`config.mk`:
```
export PLATFORM = sky130hd
export DESIGN_NAME = mod_addsub_pipe_flat
export DESIGN_NICKNAME = d
export VERILOG_FILES = /design/src/rtl/modarith_pkg.sv /design/src/rtl/mod_addsub_pipe_if.sv /design/src/rtl/mod_addsub_lane.sv /design/src/rtl/mod_addsub_pipe.sv /design/src/flat_wrapper.sv
export SDC_FILE = /design/constraint.sdc
export NUM_CORES = 2
export LEC_CHECK = 0
export ABC_AREA = 0
export CAP_MARGIN = 20
export CORE_UTILIZATION = 60
export DETAILED_ROUTE_END_ITERATION = 10
export PLACE_DENSITY = 0.93
export SLEW_MARGIN = 0
export SYNTH_ARGS = -nofsm -noshare
export SYNTH_HDL_FRONTEND = slang
export SYNTH_SLANG_ARGS = --single-unit
```
`constraint.sdc`:
```
create_clock -name clk -period 11.9 [get_ports clk]
set_clock_uncertainty 0.15 [all_clocks]
set_input_delay 1.19 -clock clk [delete_from_list [all_inputs] [get_ports clk]]
set_output_delay 1.19 -clock clk [all_outputs]
set_load 0.1 [all_outputs]
```
`src/rtl/modarith_pkg.sv`:
```
// Shared types and default sizes for the modular add/sub datapath.
package modarith_pkg;

  typedef enum logic {
    MODE_ADD = 1'b0,
    MODE_SUB = 1'b1
  } mode_e;

  localparam int DEF_WIDTH = 32;
  localparam int DEF_LANES = 4;
  localparam int DEF_TAG_W = 4;

endpackage

```
`src/rtl/mod_addsub_pipe_if.sv`:
```
// Input and output stream of the modular add/sub unit, valid/ready on both sides.
interface mod_addsub_pipe_if
  import modarith_pkg::*;
#(
  parameter int WIDTH = DEF_WIDTH,
  parameter int LANES = DEF_LANES,
  parameter int TAG_W = DEF_TAG_W
);
  logic                   in_valid;
  logic                   in_ready;
  mode_e                  in_mode;
  logic [WIDTH-1:0]       in_p;
  logic [LANES*WIDTH-1:0] in_a;
  logic [LANES*WIDTH-1:0] in_b;
  logic [TAG_W-1:0]       in_tag;
  logic                   out_valid;
  logic                   out_ready;
  logic [LANES*WIDTH-1:0] out_r;
  logic [TAG_W-1:0]       out_tag;
  logic [LANES-1:0]       out_range_err;

  modport master (
    output in_valid, in_mode, in_p, in_a, in_b, in_tag, out_ready,
    input  in_ready, out_valid, out_r, out_tag, out_range_err
  );

  modport slave (
    input  in_valid, in_mode, in_p, in_a, in_b, in_tag, out_ready,
    output in_ready, out_valid, out_r, out_tag, out_range_err
  );
endinterface

```
`src/rtl/mod_addsub_lane.sv`:
```
// One lane of the modular add/sub: S1 forms the raw WIDTH+1-bit sum/difference,
// S2 applies the single conditional correction by p.
module mod_addsub_lane
  import modarith_pkg::*;
#(
  parameter int WIDTH = DEF_WIDTH
) (
  input  logic             clk,
  input  logic             rst_n,
  input  logic             en1,
  input  logic             en2,
  input  logic [WIDTH-1:0] a,
  input  logic [WIDTH-1:0] b,
  input  logic [WIDTH-1:0] p,
  input  mode_e            mode,
  input  logic [WIDTH-1:0] p_s1,
  input  mode_e            mode_s1,
  output logic [WIDTH-1:0] r,
  output logic             range_err
);

  logic [WIDTH:0]   t1;
  logic             err1;
  logic [WIDTH-1:0] corr;

  always_ff @(posedge clk) begin
    if (!rst_n) begin
      t1   <= '0;
      err1 <= 1'b0;
    end else if (en1) begin
      t1   <= (mode == MODE_SUB) ? ({1'b0, a} - {1'b0, b}) : ({1'b0, a} + {1'b0, b});
      err1 <= (a >= p) || (b >= p);
    end
  end

  // The add compare needs the carry bit; t1[WIDTH] is the borrow in sub mode.
  always_comb begin
    corr = t1[WIDTH-1:0];
    if (mode_s1 == MODE_SUB) begin
      if (t1[WIDTH]) corr = t1[WIDTH-1:0] + p_s1;
    end else begin
      if (t1 >= {1'b0, p_s1}) corr = t1[WIDTH-1:0] - p_s1;
    end
  end

  always_ff @(posedge clk) begin
    if (!rst_n) begin
      r         <= '0;
      range_err <= 1'b0;
    end else if (en2) begin
      r         <= corr;
      range_err <= err1;
    end
  end

endmodule

```
`src/rtl/mod_addsub_pipe.sv`:
```
// Two-stage pipelined modular add/sub over LANES lanes sharing one modulus,
// with valid/ready flow control and a pass-through tag.
module mod_addsub_pipe
  import modarith_pkg::*;
#(
  parameter int WIDTH = DEF_WIDTH,
  parameter int LANES = DEF_LANES,
  parameter int TAG_W = DEF_TAG_W
) (
  input logic               clk,
  input logic               rst_n,
  mod_addsub_pipe_if.slave  bus
);

  logic             v1, v2;
  logic             adv1, adv2;
  logic             acc, en2;
  logic [TAG_W-1:0] tag1;
  logic [WIDTH-1:0] p1;
  mode_e            mode1;
  logic [WIDTH-1:0] r_lane [LANES];
  logic [LANES-1:0] err_lane;

  // in_ready is gated by rst_n so nothing is accepted while reset is held.
  assign adv2         = !v2 || bus.out_ready;
  assign adv1         = !v1 || adv2;
  assign bus.in_ready = rst_n && adv1;
  assign acc          = bus.in_valid && bus.in_ready;
  assign en2          = adv2 && v1;

  always_ff @(posedge clk) begin
    if (!rst_n) begin
      v1          <= 1'b0;
      v2          <= 1'b0;
      tag1        <= '0;
      p1          <= '0;
      mode1       <= MODE_ADD;
      bus.out_tag <= '0;
    end else begin
      if (adv1) v1 <= bus.in_valid;
      if (acc) begin
        tag1  <= bus.in_tag;
        p1    <= bus.in_p;
        mode1 <= bus.in_mode;
      end
      if (adv2) v2 <= v1;
      if (en2) bus.out_tag <= tag1;
    end
  end

  for (genvar i = 0; i < LANES; i++) begin : g_lane
    mod_addsub_lane #(.WIDTH(WIDTH)) u_lane (
      .clk       (clk),
      .rst_n     (rst_n),
      .en1       (acc),
      .en2       (en2),
      .a         (bus.in_a[i*WIDTH +: WIDTH]),
      .b         (bus.in_b[i*WIDTH +: WIDTH]),
      .p         (bus.in_p),
      .mode      (bus.in_mode),
      .p_s1      (p1),
      .mode_s1   (mode1),
      .r         (r_lane[i]),
      .range_err (err_lane[i])
    );
  end

  always_comb begin
    bus.out_r = '0;
    for (int i = 0; i < LANES; i++) bus.out_r[i*WIDTH +: WIDTH] = r_lane[i];
  end

  assign bus.out_valid     = v2;
  assign bus.out_range_err = err_lane;

endmodule

```
`src/flat_wrapper.sv`:
```
// flat-port wrapper written by rule: the top's interface ports become plain ports
module mod_addsub_pipe_flat import modarith_pkg::*;
#(
  parameter int WIDTH = DEF_WIDTH,
  parameter int LANES = DEF_LANES,
  parameter int TAG_W = DEF_TAG_W
)
  (clk, rst_n, bus_in_valid, bus_in_mode, bus_in_p, bus_in_a, bus_in_b, bus_in_tag, bus_out_ready, bus_in_ready, bus_out_valid, bus_out_r, bus_out_tag, bus_out_range_err);
  mod_addsub_pipe_if #(.WIDTH(WIDTH), .LANES(LANES), .TAG_W(TAG_W)) bus_i ();
  input logic clk;
  input logic rst_n;
  input wire logic [$bits(bus_i.in_valid)-1:0] bus_in_valid;
  input wire logic [$bits(bus_i.in_mode)-1:0] bus_in_mode;
  input wire logic [$bits(bus_i.in_p)-1:0] bus_in_p;
  input wire logic [$bits(bus_i.in_a)-1:0] bus_in_a;
  input wire logic [$bits(bus_i.in_b)-1:0] bus_in_b;
  input wire logic [$bits(bus_i.in_tag)-1:0] bus_in_tag;
  input wire logic [$bits(bus_i.out_ready)-1:0] bus_out_ready;
  output wire logic [$bits(bus_i.in_ready)-1:0] bus_in_ready;
  output wire logic [$bits(bus_i.out_valid)-1:0] bus_out_valid;
  output wire logic [$bits(bus_i.out_r)-1:0] bus_out_r;
  output wire logic [$bits(bus_i.out_tag)-1:0] bus_out_tag;
  output wire logic [$bits(bus_i.out_range_err)-1:0] bus_out_range_err;
  assign bus_i.in_valid = bus_in_valid;
  assign bus_i.in_mode = bus_in_mode;
  assign bus_i.in_p = bus_in_p;
  assign bus_i.in_a = bus_in_a;
  assign bus_i.in_b = bus_in_b;
  assign bus_i.in_tag = bus_in_tag;
  assign bus_i.out_ready = bus_out_ready;
  assign bus_in_ready = bus_i.in_ready;
  assign bus_out_valid = bus_i.out_valid;
  assign bus_out_r = bus_i.out_r;
  assign bus_out_tag = bus_i.out_tag;
  assign bus_out_range_err = bus_i.out_range_err;
  mod_addsub_pipe #(.WIDTH(WIDTH), .LANES(LANES), .TAG_W(TAG_W)) u_core (.clk(clk), .rst_n(rst_n), .bus(bus_i));
endmodule
```
### Yosys cells after proc, flatten, opt, wreduce, memory -nomap -nowiden

Index checks and enable logic that the tools add are counted.

* register bits: 311
* input port bits: 297
* output and inout bits: 138
* logic and storage cells: 77

* add/sub/neg operators: 16
* order comparisons: 12
* mux-type cells: 16
* reductions and logical operators: 11

Operators by type and width (count)
* 32-bit two-way mux: 12
* 32-bit >= comparator: 8
* 32-bit by 32-bit adder with 33-bit output: 4
* 33-bit by 32-bit >= comparator with 1-bit output: 4
* 33-bit two-way mux: 4
* 32-bit by 32-bit subtractor with 33-bit output: 4
* 32-bit adder: 4
* 32-bit subtractor: 4
* 1-bit logical OR: 6
* 1-bit logical AND: 3
* 1-bit zero test: 2

### Logic depth before layout (Yosys ltp)

* depth after elaboration: 5
* mapped depth: 21
* mapped depth without buffers: 21

### By module

Synthesis repeated with hierarchy kept, for this count alone.

* cell total of the unflattened synthesis: 5762
* area, all modules: 42415.7 um2

Modules (own cells, without submodules)
* mod_addsub_lane at u_core.g_lane[1].u_lane ...: times used 2, cells each 1409, area each 10278.6 um2, sequential area each 1341.3 um2
* mod_addsub_lane at u_core.g_lane[3].u_lane: times used 1, cells each 1406, area each 10113.4 um2, sequential area each 1341.3 um2
* mod_addsub_lane at u_core.g_lane[0].u_lane: times used 1, cells each 1352, area each 10050.9 um2, sequential area each 1341.3 um2
* mod_addsub_pipe: times used 1, cells each 186, area each 1694.1 um2, sequential area each 860.8 um2

### Least setup slack after synthesis

Ideal clock, no wire load.

* kind: input port to flip-flop
* start: in bus_in_b[11]
* end: reg u_core.g_lane[0].u_lane.t1[31]
* setup time: 0.129 ns
* data arrival time: 4.672 ns
* required time: 11.621 ns
* slack: 6.949 ns
* stages: 19
* buffers on the path: 1
* cell sequence: nor4_1 -> nand2_1 -> nor2_1 -> nor4bb_1 -> a21oi_1 -> xnor2_1 -> ha_1 -> clkbuf_1 -> a21o_1 -> a21o_1 -> a21oi_1 -> o21ai_0 -> or3_1 -> o21ai_1 -> o211ai_1 -> a21oi_1 -> o21ai_1 -> xnor2_1 -> o21ai_0

* longest elaborated chain between the ends: 2
* elaborated cells on any way between the ends: 3
* classes of those cells: add/sub (2); mux (1)

RTL lines
* from (decl): line flat_wrapper.sv:16 `input wire logic [$bits(bus_i.in_b)-1:0] bus_in_b;`
* 32-bit by 32-bit adder with 33-bit output / 32-bit by 32-bit subtractor with 33-bit output (equally long branches): line mod_addsub_lane.sv:31 `t1 <= (mode == MODE_SUB) ? ({1'b0, a} - {1'b0, b}) : ({1'b0, a} + {1'b0, b});`
* 33-bit two-way mux (*): line mod_addsub_lane.sv:31
* to (signal assigned): line mod_addsub_lane.sv:31
* to (decl): line mod_addsub_lane.sv:22 `logic [WIDTH:0] t1;`

Every way passes the cells marked *; elsewhere a longest branch is shown, timed or not.
A chain may end at the register's enable or synchronous reset.

### Worst setup path in the final report

* start: reg u_core.p1[25]
* end: reg u_core.g_lane[1].u_lane.r[14]

* longest elaborated chain between the ends: 3

RTL lines
* from (decl): line mod_addsub_pipe.sv:19 `logic [WIDTH-1:0] p1;`
* from (signal assigned): line mod_addsub_pipe.sv:43 `p1 <= bus.in_p;`
* 33-bit by 32-bit >= comparator with 1-bit output: line mod_addsub_lane.sv:42 `if (t1 >= {1'b0, p_s1}) corr = t1[WIDTH-1:0] - p_s1;`
* 32-bit two-way mux: line mod_addsub_lane.sv:42
* 32-bit two-way mux: line mod_addsub_lane.sv:39 `if (mode_s1 == MODE_SUB) begin`
* to (signal assigned): line mod_addsub_lane.sv:51 `r <= corr;`
* to (decl): line mod_addsub_lane.sv:18 `output logic [WIDTH-1:0] r,`

Every way passes these cells.

==> results.json <==
{
  "vias_per_cell": 6.91,
  "ys_ff_latch": 311,
  "rsz0062_at_grt": "no",
  "synth_edf_count": 0,
  "start_kind": "flop",
  "critPathKind": "flop to flop",
  "cp-end-kind": "flop",
  "whs_path_depth": 2,
  "status": "complete, but fails checks",
  "syn_nets": 6410,
  "die_area_um2": 68200,
  "layout.nets": 6656,
  "layout_commonest_cell": "ha_1",
  "p_leak_uw": 0.0197,
  "post_cts_resized": 0,
  "cpPeakStageDelay_ps": 1040,
  "path_cells": "inv_1 -> ha_1 -> nand4_1 -> nor4_1 -> a21oi_1 -> o21ai_1 -> nand2_1 -> nand2_1 -> o221ai_1 -> nand2_1",
  "slew_viol_final": 0,
  "hold_end": "u_core.g_lane[3].u_lane.r[23]",
  "coreArea_um2": 66100,
  "ys.flop_type": "dfxtp_1",
  "drcViolationCount": 20,
  "critical_path_required_ps": 12280,
  "cts_setup_buffers": 0,
  "critical-path-top-delay-family": "simple AND/OR/NAND/NOR gates",
  "clock.fmax_mhz": 170,
  "via_count": 45700,
  "synth_cell_type_count": 105,
  "muxShareOfSynthArea": 0.0122,
  "die_h_um": 261,
  "fin_hold_ws_ps": 302,
  "cts_num_sinks": 311,
  "synthesis.area_um2": 40300,
  "io_buffers": 434,
  "fin_crit_ps": 5880,
  "clk_path_buf_depth": 3,
  "drt-initial-drc-count": 6350,
  "clk_pin_slew_ps": 60,
  "p_sw_uw": 3500,
  "worst-path-buf-inv": 1,
  "hold_path_startpoint": "u_core.g_lane[3].u_lane.r[23]",
  "htreeDepth": 2,
  "r2r-start": "u_core.p1[25]",
  "r2r_slack_ps": 6020,
  "synth_top_family_by_area": "compound AO/OA/AOI/OAI gates",
  "synth_compound_area_frac": 0.296,
  "power_density_nw_per_um2": 149,
  "area_delta_synth_final_pct": 15.4,
  "timing.rr.end": "u_core.g_lane[1].u_lane.r[14]",
  "setup-tns-final_ps": 0,
  "grt_pass1_vias": 41300,
  "root_buffer": "clkbuf_16",
  "wl_per_cell_um": 26.7,
  "cts_hold_repair.buffers": 0,
  "start_util": 0.610,
  "grt_max_degree": 100,
  "cts_buffers": 40,
  "combPwrFrac": 0.593,
  "internal_power_uw": 3450,
  "setup_viol": 0,
  "synthAdderAreaFrac": 0.205,
  "ir_drop_mv": 0.100,
  "final_cell_mix": "ha_1, a21oi_1, o21ai_0, nor2_1, clkdlybuf4s50_1",
  "switching_share": 0.504,
  "reg2reg_depth": 10,
  "die_w_um": 261,
  "finalHoldViolations": 0,
  "slowest_stage": "dfxtp_1",
  "maxSlewHeadroom": 0.133,
  "failed_checks": "DRC",
  "synthSimpleGateAreaFrac": 0.189,
  "power.share.clock": 0.196,
  "first_pass_iters": 11,
  "antenna_found_initial": 19,
  "place.gp.congestion": 1.07,
  "ant_nets": 0,
  "timing.final.crit_share": 0.494,
  "tightest_slew_ps": 1300,
  "io_pins": 435,
  "ys_seq_area_frac": 0.154,
  "maxCapViolations": 0,
  "async_flop_share": 0,
  "grt_pass1_wl_um": 255000,
  "synth_cells": 5461,
  "synth_xor_area_frac": 0.0915,
  "seqPwrFrac": 0.211,
  "core.rowCount": 94,
  "dp_hpwl_um": 138000,
  "grt_usage": 0.494,
  "cts_tree": "built",
  "clk-insertion-delay-late_ps": 590,
  "crit_path_frequent_cell": "nand2_1",
  "hold_path.class": "flop to flop",
  "wl_um": 177000,
  "yosys_warnings": 0,
  "syn_avg_cell_area_um2": 7.38,
  "drive_gt1_frac": 0.0350,
  "overflow": 0,
  "crit_path_max_fanout": 16,
  "arrival_ps": 6270
}
==> cell families after synthesis <==
| logic type | after synthesis |
|---|---|
| and+or+nand+nor | 1611 |
| muxes | 48 |
| buffers and inverters | 535 |
| AOI/OAI and AO/OA | 1883 |
| xor gates and xnor gates | 421 |
| DFF | 311 |
| adders and majority gates | 652 |
==> metal layers <==
layer	share of wire	GRT usage	routed length, um
met2	0.40	0.708	70700
met3	0.14	0.139	24500
met4	0.077	0.331	13600
met5	0.00044	0.00417	77
met1	0.38	0.640	67900
==> cell type report <==
type                    count  area (um^2)
multi-input cells        4615        32000
diodes                     16         40.0
well taps                 864         1080
clock inverters            28          369
flip-flops and latches    311         6230
repair buffers            481         4720
clock buffers              46         1060
fillers                  5485        19600
inverters                 258          968
==> worst max-delay path by stage <==
stage	cells past startpoint	startpoint	endpoint	slack, ps
6_report	10	u_core.p1[25]	u_core.g_lane[1].u_lane.r[14]	6020
5_1_grt	19	bus_in_b[9]	u_core.g_lane[0].u_lane.t1[31]	5800
4_1_cts	18	bus_in_b[9]	u_core.g_lane[0].u_lane.t1[32]	6300
3_5_place_dp	18	bus_in_b[9]	u_core.g_lane[0].u_lane.t1[32]	5750
3_3_place_gp	19	bus_in_b[9]	u_core.g_lane[0].u_lane.t1[31]	5690
2_1_floorplan	19	bus_in_b[11]	u_core.g_lane[0].u_lane.t1[31]	6950
==> worst reg2reg max path, cell delays in order, from the launching register on <==
cell and delay, ps:
dfxtp_1 1040, inv_1 490, ha_1 660, nand4_1 450, nor4_1 900, a21oi_1 140
o21ai_1 440, nand2_1 650, nand2_1 490, o221ai_1 300, nand2_1 140
==> sequential cells by signal, summed over array words and instances (netlist names) <==
signal and count:
u_core.mode1 1, u_core.tag1 4, u_core.p1 32, u_core.v1 1
u_core.bus.out_tag 4, u_core.bus.out_valid 1, u_core.g_lane.u_lane.range_err 4, u_core.g_lane.u_lane.err1 4
u_core.g_lane.u_lane.t1 132, u_core.g_lane.u_lane.r 128
==> Yosys cell counts, types with 67 or more instances <==
library cell / n / share of area
a211oi_1: 81 / 0.015
a21o_1: 168 / 0.031
a21oi_1: 554 / 0.069
a31oi_1: 67 / 0.010
clkbuf_1: 196 / 0.018
dfxtp_1: 311 / 0.15
ha_1: 640 / 0.20
inv_1: 254 / 0.024
nand2_1: 397 / 0.037
nand2b_1: 76 / 0.012
nand3_1: 219 / 0.027
nand4_1: 74 / 0.011
nor2_1: 470 / 0.044
nor2b_1: 82 / 0.013
nor3_1: 110 / 0.014
o211ai_1: 78 / 0.015
o21ai_0: 476 / 0.059
o21bai_1: 71 / 0.013
xnor2_1: 329 / 0.071
xor2_1: 92 / 0.020
==> power groups by stage <==
stage | registers (uW) | logic [uW] | clock network, uW
after floorplan | 1700 | 2520 | 0
after global placement | 1450 | 3890 | 0
after detailed placement | 1450 | 3940 | 0
after CTS | 1430 | 3970 | 1360
after global routing | 1460 | 4380 | 1400
final | 1470 | 4120 | 1360
==> per-stage QoR <==
step                      cells  power [uW]  utilization  worst slack [ps]  area (um^2)
after floorplan            5461        4220            -              6950        40300
after global placement     6527        5330        0.681              5690        45000
after detailed placement   6527        5390        0.681              5750        45000
after CTS                  6601        6760        0.702              6300        46400
after global routing       6611        7230        0.703              5800        46500
final                      6619        6940        0.704              6020        46500
No activity file was read; power rests on OpenSTA's default activity.
